`src/rtl/hazard_controller.sv`:
```
// Pipeline hazard unit: operand forwarding, load-use stall, branch flush and
// data-memory wait handling with a timeout, a sticky error flag and a stall counter.
module hazard_controller #(
  parameter int TIMEOUT = 255,
  parameter int CNT_W   = 16
) (
  input  logic             clk,
  input  logic             rst,
  input  logic [4:0]       RS1_D,
  input  logic [4:0]       RS2_D,
  input  logic [4:0]       RS1_E,
  input  logic [4:0]       RS2_E,
  input  logic [4:0]       RD_E,
  input  logic             RegWriteE,
  input  logic             ResultSrcE,
  input  logic [4:0]       RD_M,
  input  logic             RegWriteM,
  input  logic [4:0]       RD_W,
  input  logic             RegWriteW,
  input  logic             PCSrcE,
  input  logic             MemReqM,
  input  logic             MemReadyM,
  output logic             StallF,
  output logic             StallD,
  output logic             StallE,
  output logic             StallM,
  output logic             FlushD,
  output logic             FlushE,
  output logic [1:0]       ForwardAE,
  output logic [1:0]       ForwardBE,
  output logic [1:0]       State,
  output logic [CNT_W-1:0] StallCount,
  output logic             MemErr
);

  localparam int WC_W = (TIMEOUT < 1) ? 1 : $clog2(TIMEOUT + 1);
  localparam logic [WC_W-1:0] WC_MAX = WC_W'(TIMEOUT);

  typedef enum logic [1:0] {
    RUN      = 2'b00,
    LU_STALL = 2'b01,
    MEM_WAIT = 2'b10
  } state_e;

  state_e             state_q, state_d;
  logic [WC_W-1:0]    wcnt_q, wcnt_d;
  logic               err_q, err_d;
  logic [CNT_W-1:0]   scnt_q, scnt_d;

  logic stall_fetch, stall_decode, stall_exec, stall_mem;
  logic flush_decode, flush_exec;
  logic lw_stall, mem_wait;

  // Memory stage wins over writeback since it holds the younger result.
  function automatic logic [1:0] fwd_sel(input logic [4:0] rs,
                                         input logic [4:0] rd_m, input logic we_m,
                                         input logic [4:0] rd_w, input logic we_w);
    if (we_m && (rd_m != 5'd0) && (rd_m == rs))
      return 2'b10;
    else if (we_w && (rd_w != 5'd0) && (rd_w == rs))
      return 2'b01;
    else
      return 2'b00;
  endfunction

  assign lw_stall = ResultSrcE & RegWriteE & (RD_E != 5'd0) &
                    ((RD_E == RS1_D) | (RD_E == RS2_D));
  assign mem_wait = MemReqM & ~MemReadyM;

  always_comb begin
    state_d      = state_q;
    wcnt_d       = wcnt_q;
    err_d        = err_q;
    stall_fetch  = 1'b0;
    stall_decode = 1'b0;
    stall_exec   = 1'b0;
    stall_mem    = 1'b0;
    flush_decode = 1'b0;
    flush_exec   = 1'b0;
    unique case (state_q)
      RUN, LU_STALL: begin
        state_d = RUN;
        if (mem_wait) begin
          {stall_fetch, stall_decode, stall_exec, stall_mem} = 4'b1111;
          wcnt_d  = '0;
          state_d = MEM_WAIT;
        end else if (PCSrcE) begin
          flush_decode = 1'b1;
          flush_exec   = 1'b1;
        end else if (lw_stall && (state_q == RUN)) begin
          stall_fetch  = 1'b1;
          stall_decode = 1'b1;
          flush_exec   = 1'b1;
          state_d      = LU_STALL;
        end
      end
      MEM_WAIT: begin
        if (mem_wait && (wcnt_q != WC_MAX)) begin
          {stall_fetch, stall_decode, stall_exec, stall_mem} = 4'b1111;
          wcnt_d = wcnt_q + 1'b1;
        end else begin
          // Leaving the wait: a branch held in Execute is acted on now.
          state_d = RUN;
          if (mem_wait)
            err_d = 1'b1;
          if (PCSrcE) begin
            flush_decode = 1'b1;
            flush_exec   = 1'b1;
          end
        end
      end
      default: state_d = RUN;
    endcase
  end

  assign StallF    = rst & stall_fetch;
  assign StallD    = rst & stall_decode;
  assign StallE    = rst & stall_exec;
  assign StallM    = rst & stall_mem;
  assign FlushD    = rst & flush_decode;
  assign FlushE    = rst & flush_exec;
  assign ForwardAE = rst ? fwd_sel(RS1_E, RD_M, RegWriteM, RD_W, RegWriteW) : 2'b00;
  assign ForwardBE = rst ? fwd_sel(RS2_E, RD_M, RegWriteM, RD_W, RegWriteW) : 2'b00;

  assign scnt_d = (StallF && (scnt_q != {CNT_W{1'b1}})) ? scnt_q + 1'b1 : scnt_q;

  always_ff @(posedge clk or negedge rst) begin
    if (!rst) begin
      state_q <= RUN;
      wcnt_q  <= '0;
      err_q   <= 1'b0;
      scnt_q  <= '0;
    end else begin
      state_q <= state_d;
      wcnt_q  <= wcnt_d;
      err_q   <= err_d;
      scnt_q  <= scnt_d;
    end
  end

  assign State      = state_q;
  assign StallCount = scnt_q;
  assign MemErr     = err_q;

endmodule

```
`config.mk`:
```
export PLATFORM = sky130hd
export DESIGN_NAME = hazard_controller
export DESIGN_NICKNAME = d
export VERILOG_FILES = /design/src/rtl/hazard_controller.sv
export SDC_FILE = /design/constraint.sdc
export NUM_CORES = 1
export LEC_CHECK = 0
export BUFFER_PORTS_ARGS = -buffer_cell sky130_fd_sc_hd__buf_4
export CELL_PAD_IN_SITES_DETAIL_PLACEMENT = 1
export CELL_PAD_IN_SITES_GLOBAL_PLACEMENT = 1
export CORE_ASPECT_RATIO = 1.2
export CORE_UTILIZATION = 36
export DETAILED_ROUTE_END_ITERATION = 12
export PLACE_DENSITY_LB_ADDON = 0.08
export SLEW_MARGIN = 25
export SYNTH_ARGS = -nofsm -noshare
export SYNTH_HDL_FRONTEND = slang
export SYNTH_SLANG_ARGS = --single-unit
```
`constraint.sdc`:
```
create_clock -name clk -period 2.2 [get_ports clk]
set_input_delay 0.22 -clock clk [delete_from_list [all_inputs] [get_ports clk]]
set_output_delay 0.22 -clock clk [all_outputs]
set_load 0.01 [all_outputs]
```
==> Word level (Yosys, flattened, before mapping) <==
Index checks and enable logic that the tools add are counted.
{ "totals": {"regBits": 27, "input_bits": 44, "out_inout_bits": 29} }
{ "classes": {"addsub": 2, "eq_ne": 13, "n_mux": 28, "bitwise_logic": 11, "reduce_logical": 17} }
{ "ops": {"columns": ["operator", "count"], "rows": [
  ["$eq A5 B5 Y1", 6],
  ["$add A16 B1 Y16 const B", 1],
  ["$mux W8", 2],
  ["$ne A16 B16 Y1 const B", 1],
  ["$pmux W8 S2", 1],
  ["$reduce_bool A5 Y1", 3],
  ["$mux W1", 14],
  ["$mux W2", 6],
  ["$logic_and A1 B1 Y1", 9],
  ["$add A8 B1 Y8 const B", 1],
  ["$and A1 B1 Y1", 8],
  ["$ne A8 B8 Y1 const B", 1],
  ["$pmux W1 S2", 4],
  ["$ne A2 B2 Y1 const B", 3],
  ["$reduce_and A3 Y1", 2],
  ["$pmux W2 S2", 1],
  ["$eq A2 B1 Y1 const B", 1],
  ["$eq A2 B2 Y1 const B", 1],
  ["$logic_not A2 Y1", 1],
  ["$not A1 Y1", 2],
  ["$reduce_bool A2 Y1", 1],
  ["$reduce_or A2 Y1", 1],
  ["$or A1 B1 Y1", 1]
]} }

==> Longest topological paths before layout <==
{ "logic_depth": {"depth_word": 10, "ltp_mapped": 8, "ltp_nobuf": 7} }

==> Least setup slack after synthesis <==
No wires, ideal clock.
{ "synth_timing": {"path_type": "flip-flop to flip-flop", "startpoint": "register scnt_q[0] (netlist: StallCount[0])", "endpoint": "register scnt_q[10] (netlist: StallCount[10])", "setup_time_ps": 125, "arrival_time_ps": 1711, "required_ps": 2075, "path_slack_ps": 364, "path_stages_with_launch": 8, "synth_period_minus_slack_ps": 1836, "cell_sequence": "dfrtp_1 > ha_1 > and3_1 > and3_1 > nand3_1 > buf_4 > nand4_1 > xnor2_1"} }
{ "synth_between": {"elab_chain_cells": 2, "elab_cells_between_ends": 3, "cone_classes": "add/sub: 1; eq/ne: 1; reduce/logical: 1"} }
{ "synth_lines": {"columns": ["item", "line_no", "rtl"], "rows": [
  ["start, declared", "48", "logic [CNT_W-1:0] scnt_q, scnt_d;"],
  ["start signal, assigned", "137", "scnt_q <= scnt_d;"],
  ["branches (longest 2 deep; another with $add A16 B1 Y16)", null, null]
]} }
Several ways; the timed one is not identified.
A chain may end at the register's enable or synchronous reset.

==> Worst setup path in the final report <==
{ "layout_timing": {"startpoint": "register wcnt_q[0]", "endpoint": "output port StallF"} }
{ "layout_between": {"elab_chain_cells": 5} }
{ "layout_lines": {"columns": ["item", "line_no", "rtl"], "rows": [
  ["start, declared", "46", "logic [WC_W-1:0] wcnt_q, wcnt_d;"],
  ["start signal, assigned", "135", "wcnt_q <= wcnt_d;"],
  ["$ne A8 B8 Y1", "98", "if (mem_wait && (wcnt_q != WC_MAX)) begin"],
  ["$logic_and A1 B1 Y1", "98", null],
  ["$mux W1", "98", null],
  ["$pmux W1 S2", "80", "unique case (state_q)"],
  ["$and A1 B1 Y1", "116", "assign StallF = rst & stall_fetch;"],
  ["end, declared", "23", "output logic StallF,"]
]} }
No other way between the ends.

==> results.py <==
metrics = {
    "worst_hold_path": {
        "min_path_type": "in2reg",
        "hold_depth": 2,
        "worst_hold_path.endpoint": "State[0]$_DFFE_PN0P_",
        "min_from": "PCSrcE",
    },
    "worst_setup_path": {
        "worst-setup-path-type": "reg2out",
        "cp_cell_sequence": "ha_2 > nand4_1 > o211a_2 > nand2_2 > o41ai_4 > buf_12 > buf_4",
        "crit_family": "flip-flops",
        "r2r_setup_slack_ns": 0.21,
        "crit_cells": 7,
        "reg2reg_depth": 7,
        "crit_path_max_incr_delay_ns": 0.41,
        "crit-reg2reg-launch": "StallCount[8]$_DFFE_PN0P_",
        "arrival_ns": 1.83,
        "path_buf_inv": 2,
        "endpoint_kind": "output pin",
        "crit_required_ns": 1.98,
        "crit_slowest_cell": "dfrtp_1",
        "crit_fanout": 18,
        "start_kind": "flop",
        "timing.rr.end": "StallCount[1]$_DFFE_PN0P_",
    },
    "synth": {
        "synth_warnings": 0,
        "synthArstFlopShare_pct": 100,
        "syn_nets": 229,
        "synth_top_flop_cell": "dfrtp_1",
        "synthCells": 183,
        "synthMostInstantiatedCell": "dfrtp_1",
        "synth.area.top_cells": "dfrtp_1 (37%), xor2_1 (13%), xnor2_1 (11%), and3_1 (3.8%), nand3_2 (3.3%)",
        "avgSynthCellArea_um2": 9.95,
        "synth_edf_count": 0,
        "syn_area_um2": 1820,
        "synth_top_area_share_pct": 37.1,
        "yosysSeqAreaShare_pct": 37.1,
        "ys_types": 38,
        "ys_seq_elements": 27,
        "synth_top_area_cell": "dfrtp_1",
        "synth_common_cells": "dfrtp_1 (27), xor2_1 (26), xnor2_1 (22), and3_1 (11), nor2_1 (10)",
    },
    "run_status": {
        "outcome": "complete, no violations",
    },
    "global_route": {
        "grt_pass1_vias": 1738,
        "grt_pass1_wl_mm": 7.85,
        "grtUsageTotal_pct": 19.2,
        "grt-ovfl-total": 0,
        "antenna_found_initial": 0,
        "grt_start_max_net_pins": 21,
    },
    "sta": {
        "max_freq_mhz": 489,
        "tightestPinTransition_ns": 0.432,
        "fin_ws_ns": 0.155,
        "finalCriticalPeriod_ns": 2.05,
        "rsz0062_at_grt": "false",
        "fin_skew_ns": 0.00185,
        "fin_crit_sh_pct": 93.0,
        "final_max_slew_viol_count": 0,
        "fin_setup_tns_ns": 0,
        "setup_violations": 0,
        "maxSlewHeadroom_pct": 71.1,
        "hold_viol_final": 0,
    },
    "power_and_ir_drop": {
        "power.density_nw_per_um2": 487,
        "leakage_nw": 1.22,
        "p_total_mw": 1.25,
        "vdd_drop_max_mv": 0.306,
    },
    "drt": {
        "vias": 1675,
        "routed-wl-met2_mm": 2.67,
        "wl_met3_um": 204,
        "wl_met1_mm": 2.04,
        "viasPerCell": 5.15,
        "avgRoutedWirePerCell_um": 15.2,
        "drtIter0Drc": 21,
        "drc": 0,
        "routed_wl_mm": 4.93,
        "antenna_left": 0,
        "top_layer": "met4",
        "firstDrtPassIters": 4,
    },
    "floorplanning": {
        "ioPinCount": 73,
        "dieArea_um2": 5350,
        "core_area_um2": 4900,
        "start_util_pct": 37.1,
        "row_count": 28,
        "die_x_um": 66.9,
        "die_h_um": 79.9,
    },
    "clock_tree": {
        "clk_pin_slew_worst_paths_ns": 0.09,
        "htree_levels": 1,
        "clk_path_buf_depth": 2,
        "tritoncts": "done",
        "numCtsBuffers": 3,
        "insertion_delay_ns": 0.27,
        "root_buffer": "clkbuf_8",
        "clock_sinks": 27,
    },
    "placed_design": {
        "io_buffer_count": 72,
        "place_area_um2": 2480,
        "dp_slack_ns": 0.199,
        "gp_congestion": 0.722,
        "hpwl_mm": 3.88,
    },
    "final_layout": {
        "antenna_cells": 0,
        "finalNetCount": 312,
        "fin_area_um2": 2560,
        "drive_above_1_share_pct": 39.6,
        "area_growth_pct": 40.5,
    },
    "run": {
        "drv_cap": 0,
    },
}
[power by group]
part	switching, mW	total (mW)	internal, mW
clock network	0.156	0.282	0.127
logic	0.165	0.366	0.201
registers	0.0542	0.597	0.543
total	0.375	1.25	0.871
[through the flow]
step                      std cells  util (%)  hold slack (ns)
final                           325      52.2            0.138
after global routing            325      52.2            0.137
after CTS                       324      51.9            0.128
after detailed placement        318      50.6           0.0762
after global placement          318      50.6           0.0730
after floorplan                 183         -          -0.0756
[flip-flops by register name (all words and copies together) (netlist names)]
register,cells
MemErr,1
wcnt_q,8
StallCount,16
State,2
[worst max path at each step]
stage                                    startpoint                          to
after floorplan           StallCount[0]$_DFFE_PN0P_  StallCount[10]$_DFFE_PN0P_
after global placement                      RD_E[1]   StallCount[1]$_DFFE_PN0P_
after detailed placement                    RD_E[1]   StallCount[1]$_DFFE_PN0P_
after CTS                     wcnt_q[0]$_DFFE_PN0P_                      StallF
after global routing          wcnt_q[0]$_DFFE_PN0P_                      StallF
final                         wcnt_q[0]$_DFFE_PN0P_                      StallF
[metal layers]
layer,global-route usage (%),vias to the layer above
met5,0,-
met4,4.47,0
met3,1.43,2
met2,36.9,39
met1,22.3,822
li1,-,812
[cells by family (layout without fill, tap and decap cells)]
family	Yosys count	after routing	synth area share (%)
AOI/OAI and AO/OA	18	18	8.04
xor gates and xnor gates	48	48	23.1
adders and majority gates	2	2	1.37
buffers and inverters	7	89	2.47
DFF	27	27	37.1
muxes	1	1	0.619
and+or+nand+nor	80	80	27.3
[area by class of cell]
type	count	area, um2
repair buffers	82	646
fillers	567	2350
clock inverters	1	5.00
multi-input cells	149	1100
clock buffers	3	41.3
inverters	3	11.3
flip-flops and latches	27	676
well taps	60	75.1
[timing repair]
action,4_1_cts,5_1_grt
endpoints found under the hold margin,8,0
endpoints found under the setup margin,0,2
setup buffers,0,1
hold buffers,2,0
gates resized for setup,0,2
[placed cells by master, fill, tap and decap left out, types with 3 or more instances in the layout]
| cell | instances |
|---|---|
| nand2_1 | 6 |
| a21oi_1 | 5 |
| clkbuf_8 | 3 |
| inv_1 | 3 |
| nand3_2 | 6 |
| or4_1 | 4 |
| nor2_1 | 10 |
| nor3_1 | 3 |
| buf_4 | 78 |
| xnor2_1 | 22 |
| nand4_1 | 8 |
| nor4_1 | 5 |
| and3_1 | 11 |
| and2_1 | 3 |
| nand3_1 | 9 |
| o21ai_0 | 4 |
| dfrtp_1 | 27 |
| xor2_1 | 26 |
No activity file was read; power rests on OpenSTA's default activity.
